$ cat src/rtl/mig_app_pkg.sv
// Shared types and constants for the MIG app-interface arbiter.
package mig_app_pkg;

    localparam int DEF_ADDR_W = 27;
    localparam int DEF_DATA_W = 128;

    localparam logic [2:0] CMD_WRITE = 3'b000;
    localparam logic [2:0] CMD_READ  = 3'b001;

    typedef enum logic [1:0] {
        WAIT_CAL,
        ARB,
        ISSUE
    } arb_state_t;

endpackage

$ cat src/rtl/mig_tag_fifo.sv
// Requester-ID FIFO for outstanding MIG reads. One bit per entry (which
// requester issued the read), pointers carry an extra wrap bit so full and
// empty are told apart without a counter.
module mig_tag_fifo #(
    parameter int DEPTH = 8
) (
    input  logic clk,
    input  logic reset,
    input  logic push,
    input  logic push_id,
    input  logic pop,
    output logic full,
    output logic empty,
    output logic head
);

    localparam int PTR_W = $clog2(DEPTH);

    logic [DEPTH-1:0] mem;
    logic [PTR_W:0]   wr_ptr;
    logic [PTR_W:0]   rd_ptr;
    logic             do_push;
    logic             do_pop;

    assign empty   = (wr_ptr == rd_ptr);
    assign full    = (wr_ptr[PTR_W] != rd_ptr[PTR_W]) &&
                     (wr_ptr[PTR_W-1:0] == rd_ptr[PTR_W-1:0]);
    assign head    = mem[rd_ptr[PTR_W-1:0]];
    assign do_push = push && !full;
    assign do_pop  = pop && !empty;

    // Pointer update; push and pop in the same cycle both take effect.
    always_ff @(posedge clk or posedge reset) begin
        if (reset) begin
            wr_ptr <= '0;
            rd_ptr <= '0;
        end else begin
            if (do_push) wr_ptr <= wr_ptr + {{PTR_W{1'b0}}, 1'b1};
            if (do_pop)  rd_ptr <= rd_ptr + {{PTR_W{1'b0}}, 1'b1};
        end
    end

    // Tag storage; contents are meaningless while empty, so no reset.
    always_ff @(posedge clk) begin
        if (do_push) mem[wr_ptr[PTR_W-1:0]] <= push_id;
    end

endmodule

$ cat src/rtl/mig_app_arbiter.sv
// Two-requester arbiter in front of one MIG 7-series app_* port (ui_clk).
// Each grant becomes one app_en command beat and, for writes, one
// app_wdf beat; read data is steered back using an in-order tag FIFO.
// Build option: define ARB_RD_PRIORITY_EN to let an eligible read win over
// a write; round-robin then only breaks ties between same-type requests.
module mig_app_arbiter
    import mig_app_pkg::*;
#(
    parameter int ADDR_W    = DEF_ADDR_W,
    parameter int DATA_W    = DEF_DATA_W,
    parameter int MASK_W    = DATA_W / 8,
    parameter int TAG_DEPTH = 8
) (
    input  logic              clk,
    input  logic              reset,
    input  logic              init_calib_complete,
    input  logic              rq0_valid,
    input  logic              rq1_valid,
    output logic              rq0_ready,
    output logic              rq1_ready,
    input  logic              rq0_rd,
    input  logic              rq1_rd,
    input  logic [ADDR_W-1:0] rq0_addr,
    input  logic [ADDR_W-1:0] rq1_addr,
    input  logic [DATA_W-1:0] rq0_wdata,
    input  logic [DATA_W-1:0] rq1_wdata,
    input  logic [MASK_W-1:0] rq0_wmask,
    input  logic [MASK_W-1:0] rq1_wmask,
    output logic              rs0_valid,
    output logic              rs1_valid,
    output logic [DATA_W-1:0] rs_data,
    output logic [ADDR_W-1:0] app_addr,
    output logic [2:0]        app_cmd,
    output logic              app_en,
    output logic [DATA_W-1:0] app_wdf_data,
    output logic [MASK_W-1:0] app_wdf_mask,
    output logic              app_wdf_wren,
    output logic              app_wdf_end,
    input  logic              app_rdy,
    input  logic              app_wdf_rdy,
    input  logic [DATA_W-1:0] app_rd_data,
    input  logic              app_rd_data_valid,
    input  logic              app_rd_data_end
);

    arb_state_t        state;
    logic              rr_last;
    logic              cap_id;
    logic              cmd_done;
    logic              dat_done;
    logic              cmd_fin;
    logic              dat_fin;
    logic              elig0;
    logic              elig1;
    logic              win_id;
    logic              sel_rd;
    logic [ADDR_W-1:0] sel_addr;
    logic [DATA_W-1:0] sel_wdata;
    logic [MASK_W-1:0] sel_wmask;
    logic              tag_push;
    logic              tag_pop;
    logic              tag_full;
    logic              tag_empty;
    logic              tag_head;
    logic              err_rd_underflow;
    logic              unused_sigs;

    // BL8: exactly one data beat per read, so the end marker carries no information.
    assign unused_sigs = &{1'b0, app_rd_data_end, err_rd_underflow};

    // Eligibility and winner selection; a read needs a free tag slot.
    always_comb begin
        elig0  = rq0_valid && (!rq0_rd || !tag_full);
        elig1  = rq1_valid && (!rq1_rd || !tag_full);
        win_id = elig1 && !elig0;
        if (elig0 && elig1) begin
`ifdef ARB_RD_PRIORITY_EN
            if (rq0_rd != rq1_rd) win_id = rq1_rd;
            else                  win_id = ~rr_last;
`else
            win_id = ~rr_last;
`endif
        end
    end

    assign sel_rd    = win_id ? rq1_rd    : rq0_rd;
    assign sel_addr  = win_id ? rq1_addr  : rq0_addr;
    assign sel_wdata = win_id ? rq1_wdata : rq0_wdata;
    assign sel_wmask = win_id ? rq1_wmask : rq0_wmask;

    // A beat counts as finished if it already completed or completes this edge.
    assign cmd_fin  = cmd_done || (app_en && app_rdy);
    assign dat_fin  = dat_done || (app_wdf_wren && app_wdf_rdy);
    assign tag_push = (state == ISSUE) && app_en && app_rdy && (app_cmd == CMD_READ);
    assign tag_pop  = app_rd_data_valid && !tag_empty;

    mig_tag_fifo #(
        .DEPTH (TAG_DEPTH)
    ) u_tag_fifo (
        .clk     (clk),
        .reset   (reset),
        .push    (tag_push),
        .push_id (cap_id),
        .pop     (tag_pop),
        .full    (tag_full),
        .empty   (tag_empty),
        .head    (tag_head)
    );

    // Arbitration FSM: grant, then hold command/data beats until the MIG takes them.
    always_ff @(posedge clk or posedge reset) begin
        if (reset) begin
            state        <= WAIT_CAL;
            rr_last      <= 1'b1;
            cap_id       <= 1'b0;
            cmd_done     <= 1'b0;
            dat_done     <= 1'b0;
            rq0_ready    <= 1'b0;
            rq1_ready    <= 1'b0;
            app_en       <= 1'b0;
            app_cmd      <= CMD_WRITE;
            app_addr     <= '0;
            app_wdf_wren <= 1'b0;
            app_wdf_end  <= 1'b0;
            app_wdf_data <= '0;
            app_wdf_mask <= '1;
        end else begin
            rq0_ready <= 1'b0;
            rq1_ready <= 1'b0;
            unique case (state)
                WAIT_CAL: begin
                    if (init_calib_complete) state <= ARB;
                end
                ARB: begin
                    if (!init_calib_complete) begin
                        state <= WAIT_CAL;
                    end else if (elig0 || elig1) begin
                        rq0_ready <= !win_id;
                        rq1_ready <= win_id;
                        rr_last   <= win_id;
                        cap_id    <= win_id;
                        app_en    <= 1'b1;
                        app_addr  <= sel_addr;
                        app_cmd   <= sel_rd ? CMD_READ : CMD_WRITE;
                        cmd_done  <= 1'b0;
                        dat_done  <= sel_rd;
                        if (!sel_rd) begin
                            app_wdf_wren <= 1'b1;
                            app_wdf_end  <= 1'b1;
                            app_wdf_data <= sel_wdata;
                            app_wdf_mask <= sel_wmask;
                        end
                        state <= ISSUE;
                    end
                end
                ISSUE: begin
                    if (app_en && app_rdy) begin
                        app_en   <= 1'b0;
                        cmd_done <= 1'b1;
                    end
                    if (app_wdf_wren && app_wdf_rdy) begin
                        app_wdf_wren <= 1'b0;
                        app_wdf_end  <= 1'b0;
                        app_wdf_mask <= '1;
                        dat_done     <= 1'b1;
                    end
                    if (cmd_fin && dat_fin) begin
                        state <= init_calib_complete ? ARB : WAIT_CAL;
                    end
                end
                default: state <= WAIT_CAL;
            endcase
        end
    end

    // Read return: steer each beat to the oldest outstanding requester, one cycle later.
    always_ff @(posedge clk or posedge reset) begin
        if (reset) begin
            rs0_valid        <= 1'b0;
            rs1_valid        <= 1'b0;
            rs_data          <= '0;
            err_rd_underflow <= 1'b0;
        end else begin
            rs0_valid <= tag_pop && !tag_head;
            rs1_valid <= tag_pop && tag_head;
            if (tag_pop) rs_data <= app_rd_data;
            if (app_rd_data_valid && tag_empty) err_rd_underflow <= 1'b1;
        end
    end

endmodule
$ cat config.mk
export PLATFORM = sky130hd
export DESIGN_NAME = mig_app_arbiter
export DESIGN_NICKNAME = d
export VERILOG_FILES = /design/src/rtl/mig_app_pkg.sv /design/src/rtl/mig_tag_fifo.sv /design/src/rtl/mig_app_arbiter.sv
export SDC_FILE = /design/constraint.sdc
export NUM_CORES = 1
export LEC_CHECK = 0
export BUFFER_PORTS_ARGS = -buffer_cell sky130_fd_sc_hd__buf_2
export CORE_AREA = 2 2 311 313
export CTS_CLUSTER_SIZE = 30
export DETAILED_ROUTE_END_ITERATION = 10
export DIE_AREA = 0 0 313 315
export HOLD_SLACK_MARGIN = 0.02
export MAX_ROUTING_LAYER = met4
export PLACE_DENSITY_LB_ADDON = 0.12
export SYNTH_ARGS = -nofsm -noshare
export SYNTH_HDL_FRONTEND = slang
export SYNTH_SLANG_ARGS = --single-unit
$ cat constraint.sdc
create_clock -name clk -period 28.7 [get_ports clk]
set_clock_uncertainty 0.2 [all_clocks]
set_input_delay 2.87 -clock clk [delete_from_list [all_inputs] [get_ports clk]]
set_output_delay 2.87 -clock clk [all_outputs]
set_load 0.01 [all_outputs]
# Word-level counts from Yosys, hierarchy flattened
# Cells that the tools add are included.
# word_totals
regBits,330
input_bits,481
out_inout_bits,309
wordCells,122
# op_classes
add_sub_neg,2
n_lt_le_gt_ge,3
eq_ne,14
mux,45
bitwise_logic,2
reduce_logical,37
# ops
operator,count
$mux 128,1
$mux 16,5
$pmux 16 s2,1
$mux 27,1
$mux 1,25
$logic_and 1x1->1,17
$ne 2x2->1 const B,6
$reduce_and 4->1,3
$add 4x1->4 const B,2
$bwmux 8,1
$lt 3x4->1 const B,2
$mux 2,4
$pmux 1 s2,4
$logic_not 1->1,7
$pmux 2 s3,1
$reduce_and 3->1,2
$logic_or 1x1->1,5
$reduce_and 5->1,1
$eq 4x4->1,1
$bmux 1 s3,1
$demux 1 s3,1
$eq 3x1->1 const B,1
$eq 3x3->1,1
$ge 3x1->1 const B,1
other kinds (8),9

# Logic depth before layout (Yosys ltp)
# Gate-level depths: netlist of the first run.
# logic_depth
ltp_word,13
ltp_mapped,10
mapped_depth_nobuf,6

# By module
# A second synthesis of the first run with hierarchy kept.
# hier_totals
hier_cells,978
hier_area_um2,15222.1
# by_module_without_submodules
mod,n_inst,cells_per_inst,area_each_um2,seq_area_each_um2
mig_app_arbiter,1,907,14236.2,7828.8
mig_tag_fifo,1,71,985.9,440.4

# Worst setup path after synthesis of the first run
# OpenSTA, ideal clock, no wires.
# synth_timing
path_type,input to register
from,in rq0_valid
to,reg app_wdf_data[10]
setup_ns,0.130
arrival_time_ns,4.041
required_ns,28.370
slack_ns,24.329
cell_stages,8
path_buffers,3
cell_sequence,and3_1 > a31oi_1 > o21bai_1 > a221oi_2 > buf_2 > buf_4 > buf_2 > a31oi_1
# synth_via
elab_chain_cells,7
word_cells_on_any_way,10
classes_between,3 x mux; 1 x bitwise; 6 x reduce/logical
# synth_rtl
item,line,text
"start, declared",mig_app_arbiter.sv:17,"input logic rq0_valid,"
$logic_and 1x1->1 (*),mig_app_arbiter.sv:73,elig0 = rq0_valid && (!rq0_rd || !tag_full);
$logic_not 1->1,mig_app_arbiter.sv:75,win_id = elig1 && !elig0;
$logic_and 1x1->1,mig_app_arbiter.sv:75,
$mux 1,mig_app_arbiter.sv:76,if (elig0 && elig1) begin
$mux 1,mig_app_arbiter.sv:86,assign sel_rd = win_id ? rq1_rd : rq0_rd;
$not 1->1 (no line),-,
$reduce_and 4->1 (no line),-,
"end signal, assigned",mig_app_arbiter.sv:150,app_wdf_data <= sel_wdata;
"end, declared",mig_app_arbiter.sv:35,"output logic [DATA_W-1:0] app_wdf_data,"
# Every way passes the cells marked *; elsewhere a longest branch is shown, timed or not.
# A chain may end at the register's enable or synchronous reset.

# Worst setup path in the final report of the first run
# layout_timing
from,in rq0_valid
to,reg app_wdf_data[45]
# Same word-level chain as after synthesis.

==> results of run 1 <==
==> worst max-delay path, cell delays in order <==
cell	delay [ns]
buf_2	0.12
and3_1	0.16
a31oi_1	0.13
o21bai_1	0.14
a221oi_4	0.24
buf_4	0.43
buf_4	0.73
buf_4	0.74
buf_4	0.78
a31oi_1	0.17
==> synthesized netlist by cell type, types with 3 or more instances <==
cell | instances | area share (%)
a21oi_1 | 58 | 2.1
nand2_1 | 718 | 19
a21o_1 | 6 | 0.32
inv_1 | 3 | 0.081
clkbuf_1 | 16 | 0.43
buf_1 | 4 | 0.11
nor2b_1 | 5 | 0.23
edfxtp_1 | 8 | 1.7
nor2_1 | 164 | 4.4
buf_2 | 75 | 2.7
dfstp_2 | 17 | 3.2
xnor2_1 | 6 | 0.38
nor3_1 | 20 | 0.72
dfrtp_1 | 303 | 55
and3_1 | 4 | 0.18
nand2b_1 | 3 | 0.14
buf_4 | 15 | 0.81
a31oi_1 | 147 | 6.6
==> cell usage in the layout (no fill, tap or decap), drive strengths merged, types with 2 or more instances in the layout <==
master  count
nand3       2
clkbuf     71
nor2b       5
dfrtp     303
nand4       2
conb        2
o21ai       4
xor2        2
dfstp      17
mux4        2
bufinv      2
buf       802
and3        4
a31oi     147
nand2     718
nor2      164
a21o        6
xnor2       8
ha          2
a21oi      58
edfxtp      8
inv         7
clkinv      4
nor3       20
diode      13
nand2b      3
==> how the worst min path moves through the flow <==
stage,from,end,slack (ns)
2_1_floorplan,u_tag_fifo.wr_ptr[3],u_tag_fifo.wr_ptr[3],0.26
3_3_place_gp,rs_data[83],rs_data[83],0.26
3_5_place_dp,rs_data[30],rs_data[30],0.26
4_1_cts,rs_data[30],rs_data[30],0.27
5_1_grt,rs_data[110],rs_data[110],0.29
6_report,rs_data[30],rs_data[30],0.26
==> stage by stage <==
stage | util (%) | area (um2) | hold WS (ns)
6_report | 21.4 | 20500 | 0.265
4_1_cts | 21.4 | 20500 | 0.271
2_1_floorplan | - | 13900 | 0.260
5_1_grt | 21.4 | 20500 | 0.286
3_3_place_gp | 19.9 | 19000 | 0.256
3_5_place_dp | 19.9 | 19000 | 0.256
==> flip-flops by register name (all words and copies together), names as in the netlist, 2 cells and up <==
name and cells:
rs_data 128, app_wdf_mask 16, u_tag_fifo.rd_ptr 4, state 2, u_tag_fifo.wr_ptr 4, u_tag_fifo.mem 8, app_addr 27, app_wdf_data 128
==> area by class of cell <==
class | instances | area share (%)
clock buffers | 71 | 6.50
inverters | 4 | 0.122
well taps | 1276 | 7.78
diodes | 13 | 0.159
repair buffers | 802 | 19.8
flip-flops and latches | 328 | 40.3
multi-input cells | 1155 | 24.7
clock inverters | 9 | 0.616
==> logic make-up after synthesis <==
logic type | count (synthesis)
AND/OR/NAND/NOR | 921
adder cells (fa/ha/maj) | 2
buffers and inverters | 117
AO/OA/AOI/OAI | 217
XOR/XNOR | 10
multiplexers | 3
other | 1
flip-flops | 328
==> report_power, final <==
part / leakage, nW / internal, mW / switching [mW] / total (mW)
registers: 3.80 / 0.669 / 0.117 / 0.786
logic: 5.83 / 0.288 / 0.462 / 0.750
clock network: 0.718 / 0.336 / 0.229 / 0.565
==> metal layers <==
metal  GRT usage, %  wire length, um  up-vias
met5              -                0        -
met2           20.3            29700      577
met4           3.62             1610        0
met3           4.30             5370       87
met1           14.2            25200     6460
li1               -                -     6658
==> results.toml, run 1 <==
[worst_setup_path]
crit_end = "app_wdf_data[45]"
end_kind = "register"
worst-setup-path-type = "in2reg"
arrival_ns = 6.69
critPathLaunch = "rq0_valid"
crit_fanout = 92
startpoint_type = "input port"
r2r_start = "u_tag_fifo.rd_ptr[1]"
worstPathRequired_ns = 28.91
r2r_end = "app_wdf_data[45]"
ff2ff_setup_slack_ns = 23.82
reg2reg_depth = 9

[clock_tree]
cts_buffers = 44
clk_latency_ns = 0.58
clock_sinks = 328
clockRootBuffer = "clkbuf_16"
clk_pin_slew_worst_paths_ns = 0.06
cts_tree = "built"
htreeDepth = 2
post_cts_buffers = 0
clockBufferDepth = 3
cts_resized = 0
hold_buffers = 0

[cells_and_area]
multi_input_area_mm2 = 0.00507
drive_above_1_share_pct = 38.0
fillers = 10887
seq_area_mm2 = 0.00827
area_delta_synth_final_pct = 47.5
fin_cells = 3658
fin_nets = 2818

[drt]
drt-pass1-iter-count = 5
drcViolationCount = 0
drtAntennaViolNets = 0
drt_iter0_drc = 669
vias = 13782
avgViaCountPerCell = 3.77
wl_um = 61900
wire_per_inst_um = 16.9

[synth]
yosysSeqAreaShare_pct = 59.5
synthSimpleGateAreaFrac_pct = 25.4
async_flop_share_pct = 97.6
syn_area_mm2 = 0.0139
synth_fa_ha_area_share_pct = 0.180
synth_xor_area_share_pct = 0.738
synth_compound_area_share_pct = 9.39
ys_types = 38
synth_warnings = 0
synth_cells = 1599
synth.area.mux_share_pct = 0.396
ys_ff_latch = 328
synth.avg_cell_area_um2 = 8.69
synthFlopType = "dfrtp_1"
synth_top_family_by_area = "simple AND/OR/NAND/NOR gates"
synth_edf_count = 8

[place]
dp.cells = 3565
io_buffers = 786
pre_cts_slack_ns = 21.43
dp_hpwl_um = 45800
place_congestion = 0.838

[grt]
grt_pass1_vias = 13944
grt_max_degree = 108
gr-total-overflow = 0
grt_antenna_before_repair = 19
grt_pass1_wl_um = 90300
grt.total_usage_pct = 12.4

[sta]
max_freq_mhz = 154
min_period_ns = 6.48
fin_ws_ns = 22.22
maxSlewViolCount = 0
finalCritPeriodShare_pct = 22.6
tns_ns = 0
slew_headroom_pct = 12.8
finalHoldViolCount = 0
setup_viol = 0
rsz0062_at_grt = "false"
worstMarginPinSlew_ns = 1.31

[worst_hold_path]
hold_depth = 2
hold_class = "reg2reg"

[power]
ir_worst_vdd_uv = 32.8
power_mw = 2.10
power_density_mw_per_mm2 = 102
leakage_nw = 10.4

[floorplan]
die-width_um = 313
pin_count = 790
core_mm2 = 0.0957
placementRows = 114
fp.dieH_um = 315
dieArea_mm2 = 0.0986
start_util_pct = 14.5

[status]
status = "completed"

[run]
drv_cap = 0
(Power assumes the default switching activity.)
==> inputs of run 2 (changes only) <==
--- a/config.mk
+++ b/config.mk
@@ -5,11 +5,12 @@
 export SDC_FILE = /design/constraint.sdc
 export NUM_CORES = 1
 export LEC_CHECK = 0
+export ABC_AREA = 1
 export BUFFER_PORTS_ARGS = -buffer_cell sky130_fd_sc_hd__buf_2
-export CORE_AREA = 2 2 311 313
+export CORE_AREA = 2 2 309 311
 export CTS_CLUSTER_SIZE = 30
 export DETAILED_ROUTE_END_ITERATION = 10
-export DIE_AREA = 0 0 313 315
+export DIE_AREA = 0 0 311 313
 export HOLD_SLACK_MARGIN = 0.02
 export MAX_ROUTING_LAYER = met4
 export PLACE_DENSITY_LB_ADDON = 0.12
==> constraint.sdc (replaced) <==
create_clock -name clk -period 6.6 [get_ports clk]
set_clock_uncertainty 0.2 [all_clocks]
set_input_delay 0.66 -clock clk [delete_from_list [all_inputs] [get_ports clk]]
set_output_delay 0.66 -clock clk [all_outputs]
set_load 0.01 [all_outputs]
==> results.toml, run 2 <==
[worst_setup_path]
arrival_ns = 3.91
crit_chain = "xor2_1, nand4_2, nand2_1, nand2_1, nand2_2, inv_2, nand2_8, buf_12, nand2_1, o21ai_1"
r2r_end = "app_wdf_data[39]"
cp_top_family = "simple AND/OR/NAND/NOR gates"
worstPathRequired_ns = 6.88
startpoint_type = "register"
r2r_start = "u_tag_fifo.rd_ptr[3]"
cpMaxStageDelayCell = "nand2_2"
worst-setup-path-type = "reg2reg"
cp.buffers_inverters = 2
critPathMaxStageDelay_ns = 0.55
end_kind = "register"
path_common_cell = "nand2_1"
crit_fanout = 170
reg2reg_depth = 10
ff2ff_setup_slack_ns = 2.97

[synth]
synth_cells = 1510
ys_types = 36
yosysSeqAreaShare_pct = 57.1
async_flop_share_pct = 97.6
synthFlopType = "dfrtp_1"
synth_area_leaders = "dfrtp_1, nand2_1, mux2_2, o21ai_0, o21ai_1"
ys_ff_latch = 328
syn_area_mm2 = 0.0145
synth_commonest_cells = "nand2_1, dfrtp_1, o21ai_0"
synth_warnings = 0
yosysTopAreaCellShare_pct = 52.3
synth_edf_count = 8
synth.avg_cell_area_um2 = 9.60
yosys.area.top_type = "dfrtp_1"
synth.most_common_cell = "nand2_1"

[grt]
grt_pass1_vias = 13336
gr-total-overflow = 0
grt.total_usage_pct = 11.8
grt_max_degree = 225
grt_pass1_wl_um = 84700
grt_antenna_before_repair = 9

[power]
clkPwrFrac_pct = 26.1
internal_power_mw = 5.70
ir_worst_vdd_uv = 156
switching_power_mw = 3.36
swShare_pct = 37.1
power_frac_seq_pct = 37.2
power_frac_comb_pct = 36.7
leakage_nw = 11.0
power_density_mw_per_mm2 = 428

[cells_and_area]
reg_top3 = "app_wdf_data (128), rs_data (128), app_addr (27)"
drive_above_1_share_pct = 44.6
area_delta_synth_final_pct = 45.8
fillers = 10529
final_common_cell = "buf_2"
finalInstanceArea_mm2 = 0.0211
fin_nets = 2757
layout_common_cells = "buf_2, nand2_1, dfrtp_1"

[clock_tree]
clockBufferDepth = 3
htreeDepth = 2
clockRootBuffer = "clkbuf_16"
cts_resized = 0
clock_sinks = 328
post_cts_buffers = 0
clk_latency_ns = 0.59
cts_buffers = 45
clk_pin_slew_worst_paths_ns = 0.06
cts_tree = "built"
hold_buffers = 10

[sta]
rsz0062_at_grt = "false"
max_freq_mhz = 276
finalCritPeriodShare_pct = 54.9
min_period_ns = 3.63
setup_viol = 0
fin_ws_ns = 2.97
tns_ns = 0
finalHoldViolCount = 0
slew_headroom_pct = 33.2
worstMarginPinSlew_ns = 1.00
maxSlewViolCount = 0

[drt]
wire_per_inst_um = 16.1
drcViolationCount = 0
wl_um = 57700
vias = 13077
avgViaCountPerCell = 3.65
drtAntennaViolNets = 0
drt-pass1-iter-count = 4
drt_iter0_drc = 459

[floorplan]
pin_count = 790
start_util_pct = 15.4
die-width_um = 311
dieArea_mm2 = 0.0973
core_mm2 = 0.0942
fp.dieH_um = 313
placementRows = 113

[place]
io_buffers = 786
place_congestion = 0.867
postPlaceCellArea_mm2 = 0.0196
dp_hpwl_um = 43800
pre_cts_slack_ns = 2.97

[run]
drv_cap = 0

[worst_hold_path]
hold_depth = 3
hold_class = "in2reg"
hold_start = "rq0_addr[9]"
hold_path_end = "app_addr[9]"

[status]
status = "completed"
==> run 2: changes by cell type in the layout (fill, tap and decap cells not counted), moves of 6 or more <==
cell,change
a31oi_1,-147
mux2_2,+128
inv_1,+143
a21o_1,-6
nor3_1,-14
a21oi_1,-52
o21ai_1,+111
nor2_1,-151
nand3_1,+75
dlygate4sd3_1,+10
buf_4,-11
o21ai_0,+154
nand2_1,-302
==> run 2: power by group through the flow <==
stage	Combinational (mW)	Clock, mW	Sequential [mW]
after floorplan	1.45	0	3.76
after global placement	3.42	0	3.39
after detailed placement	3.42	0	3.40
after CTS	3.43	2.49	3.38
after global routing	3.68	2.57	3.49
final	3.32	2.37	3.37
==> run 2: final cells by class <==
cell class	instances	area (um2)	share of cell area, %
antenna	8	20.0	0.0947
clock buffer	69	1360	6.42
clock inverter	9	58.8	0.278
inverter	151	571	2.70
multi-input combinational	942	5110	24.2
sequential	328	8270	39.1
tap	1265	1580	7.49
timing repair buffer	806	4170	19.7
==> run 2: worst reg2reg max path, cell delays in order, from the launching register on <==
cell and delay [ns]:
dfrtp_1 0.40, xor2_1 0.50, nand4_2 0.24, nand2_1 0.11, nand2_1 0.09, nand2_2 0.55
inv_2 0.18, nand2_8 0.28, buf_12 0.50, nand2_1 0.36, o21ai_1 0.12
==> run 2: worst max path at each step <==
stage	from	end	slack [ns]	cells after the start
after floorplan	reset	app_addr[0]	1.49	1
after global placement	u_tag_fifo.rd_ptr[3]	app_wdf_data[42]	2.99	10
after detailed placement	u_tag_fifo.rd_ptr[3]	app_wdf_data[39]	2.97	10
after CTS	u_tag_fifo.rd_ptr[3]	app_wdf_data[39]	2.93	10
after global routing	u_tag_fifo.rd_ptr[1]	app_wdf_data[41]	2.62	13
final	u_tag_fifo.rd_ptr[3]	app_wdf_data[39]	2.97	10
==> run 2: per-stage QoR <==
| stage | utilization [%] | total power, mW | std cells | hold slack (ns) |
|---|---|---|---|---|
| 6_report | 22.4 | 9.06 | 3578 | 0.0838 |
| 4_1_cts | 22.4 | 9.30 | 3570 | 0.0202 |
| 5_1_grt | 22.4 | 9.75 | 3578 | 0.0482 |
| 3_5_place_dp | 20.8 | 6.82 | 3482 | 0.253 |
| 3_3_place_gp | 20.8 | 6.80 | 3482 | 0.251 |
| 2_1_floorplan | - | 5.21 | 1511 | 0.260 |
==> run 2: per-layer routing <==
layer  wire (um)  vias up  global-route usage, %  share of wire, %
met2       30500      437                   21.0                53
met1       22100     6154                   12.7                38
met3        3630       70                   3.19               6.3
li1            -     6416                      -                 -
met4        1480        0                   3.70               2.6
met5           0        -                      -                 0
==> run 2: cell families after synthesis <==
family,count (synthesis),synth area share [%]
adders and majority gates,2,0.173
and+or+nand+nor,526,14.8
DFF,328,57.1
xor gates and xnor gates,7,0.423
muxes,128,9.94
AOI/OAI and AO/OA,277,9.69
other,1,0.0259
buffers and inverters,241,7.89
==> inputs of run 3 (changes only) <==
==> constraint.sdc (replaced) <==
create_clock -name clk -period 3.77 [get_ports clk]
set_clock_uncertainty 0.2 [all_clocks]
set_input_delay 0.377 -clock clk [delete_from_list [all_inputs] [get_ports clk]]
set_output_delay 0.377 -clock clk [all_outputs]
set_load 0.01 [all_outputs]
==> results.toml, run 3 (synthesized netlist as in run 2, its figures left out) <==
[status]
status = "completed"

[cells_and_area]
drive_above_1_share_pct = 38.3
area_delta_synth_final_pct = 79.4
final_common_cell = "buf_2"
reg_top3 = "app_wdf_data (128), rs_data (128), app_addr (27)"
fin_nets = 3221
layout_common_cells = "buf_2, dlygate4sd3_1, nand2_1"
fillers = 10288

[sta]
rsz0062_at_grt = "false"
finalHoldViolCount = 0
min_period_ns = 3.40
max_freq_mhz = 294
maxSlewViolCount = 0
tns_ns = 0
worstMarginPinSlew_ns = 1.02
slew_headroom_pct = 31.9
setup_viol = 0
finalCritPeriodShare_pct = 90.2

[drt]
avgViaCountPerCell = 3.67
drt_iter0_drc = 518
met2_length_um = 32300
top_layer = "met4"
drtAntennaViolNets = 0
met1Wirelength_um = 24600
wl_um = 61700
drcViolationCount = 0
drt-pass1-iter-count = 5
vias = 14867
wl_met3_um = 3470
wire_per_inst_um = 15.2

[worst_setup_path]
worstPathRequired_ns = 4.07
worst-setup-path-type = "reg2reg"
cp_top_family = "buffers and inverters"
crit_fanout = 73
startpoint_type = "register"
cpMaxStageDelayCell = "dlygate4sd3_1"
cp.buffers_inverters = 3
arrival_ns = 3.70
critPathMaxStageDelay_ns = 0.56
end_kind = "register"
crit_chain = "xnor2_1, nand4_2, nand3_4, nand2_8, buf_12, nor2_2, buf_4, nand2_1, nand3_1, dlygate4sd3_1"

[floorplan]
fp.dieH_um = 313
die-width_um = 311
dieArea_mm2 = 0.0973
start_util_pct = 15.4
pin_count = 790
core_mm2 = 0.0942
placementRows = 113

[power]
power_mw = 17.4
leakage_nw = 13.1
ir_worst_vdd_uv = 285
power_density_mw_per_mm2 = 668

[clock_tree]
clockRootBuffer = "clkbuf_16"
cts_buffers = 46
htreeDepth = 2
clk_pin_slew_worst_paths_ns = 0.07
cts_tree = "built"
clock_sinks = 328
clockBufferDepth = 3
clk_latency_ns = 0.58

[place]
io_buffers = 786
place_congestion = 0.856
dp_hpwl_um = 46500

[grt]
grt_pass1_wl_um = 93300
grt_pass1_vias = 15636
gr-total-overflow = 0
grt.total_usage_pct = 12.7
grt_max_degree = 113
grt_antenna_before_repair = 12

[run]
drv_cap = 0

[worst_hold_path]
hold_class = "in2reg"
## run 3: worst paths after layout
kind / startpoint / endpoint / slack, ns / depth (start not counted)
min in group asynchronous: reset / rs_data[105] / 0.42 / 3
worst min register to register: app_wdf_mask[1] / app_wdf_mask[1] / 0.26 / 2
worst min-delay path: rq0_wdata[98] / app_wdf_data[98] / 0.05 / 5
worst max-delay path: u_tag_fifo.rd_ptr[2] / app_addr[22] / 0.37 / 10
max in group asynchronous: reset / app_wdf_data[118] / 2.01 / 4
worst max register to register: u_tag_fifo.rd_ptr[2] / app_addr[22] / 0.37 / 10
## run 3: routing by layer
metal	vias to the layer above	global-route usage, %
met4	0	3.90
met2	446	22.6
met1	6987	14.0
li1	7361	-
met5	-	-
met3	73	2.92
## run 3: final cells by class
| class | instances | area [um2] | share of cell area, % |
|---|---|---|---|
| diodes | 12 | 30.0 | 0.115 |
| clock buffers | 71 | 1460 | 5.61 |
| clock inverters | 14 | 155 | 0.597 |
| inverters | 151 | 571 | 2.19 |
| multi-input cells | 942 | 5110 | 19.6 |
| flip-flops and latches | 328 | 8270 | 31.8 |
| well taps | 1265 | 1580 | 6.09 |
| repair buffers | 1269 | 8830 | 33.9 |
## run 3: worst reg2reg max path: stages (launching register included)
cell	delay, ns
dfrtp_1	0.43
xnor2_1	0.42
nand4_2	0.22
nand3_4	0.28
nand2_8	0.25
buf_12	0.28
nor2_2	0.15
buf_4	0.32
nand2_1	0.11
nand3_1	0.10
dlygate4sd3_1	0.56
## run 3: timing repair
action	4_1_cts	5_1_grt
hold buffers	447	0
hold endpoints to repair	317	0
gates resized for setup	0	0
buffers inserted	0	0
## run 3: metrics by stage
stage / instances / setup WS, ns / cell area (um2) / utilization [%] / hold WS [ns]
floorplan: 1511 / -1.06 / 14500 / - / 0.260
global placement: 3508 / 0.671 / 19900 / 21.1 / 0.254
detailed placement: 3508 / 0.622 / 19900 / 21.1 / 0.254
CTS: 4040 / 0.312 / 26000 / 27.6 / 0.0210
global route: 4052 / 0.0387 / 26000 / 27.6 / 0.0372
finish: 4052 / 0.371 / 26000 / 27.6 / 0.0527
## run 3: power by group
part           leakage, nW  switching, mW  internal, mW
Clock                0.803           1.70          2.86
Combinational         8.41           3.62          3.29
Sequential            3.91          0.820          5.10
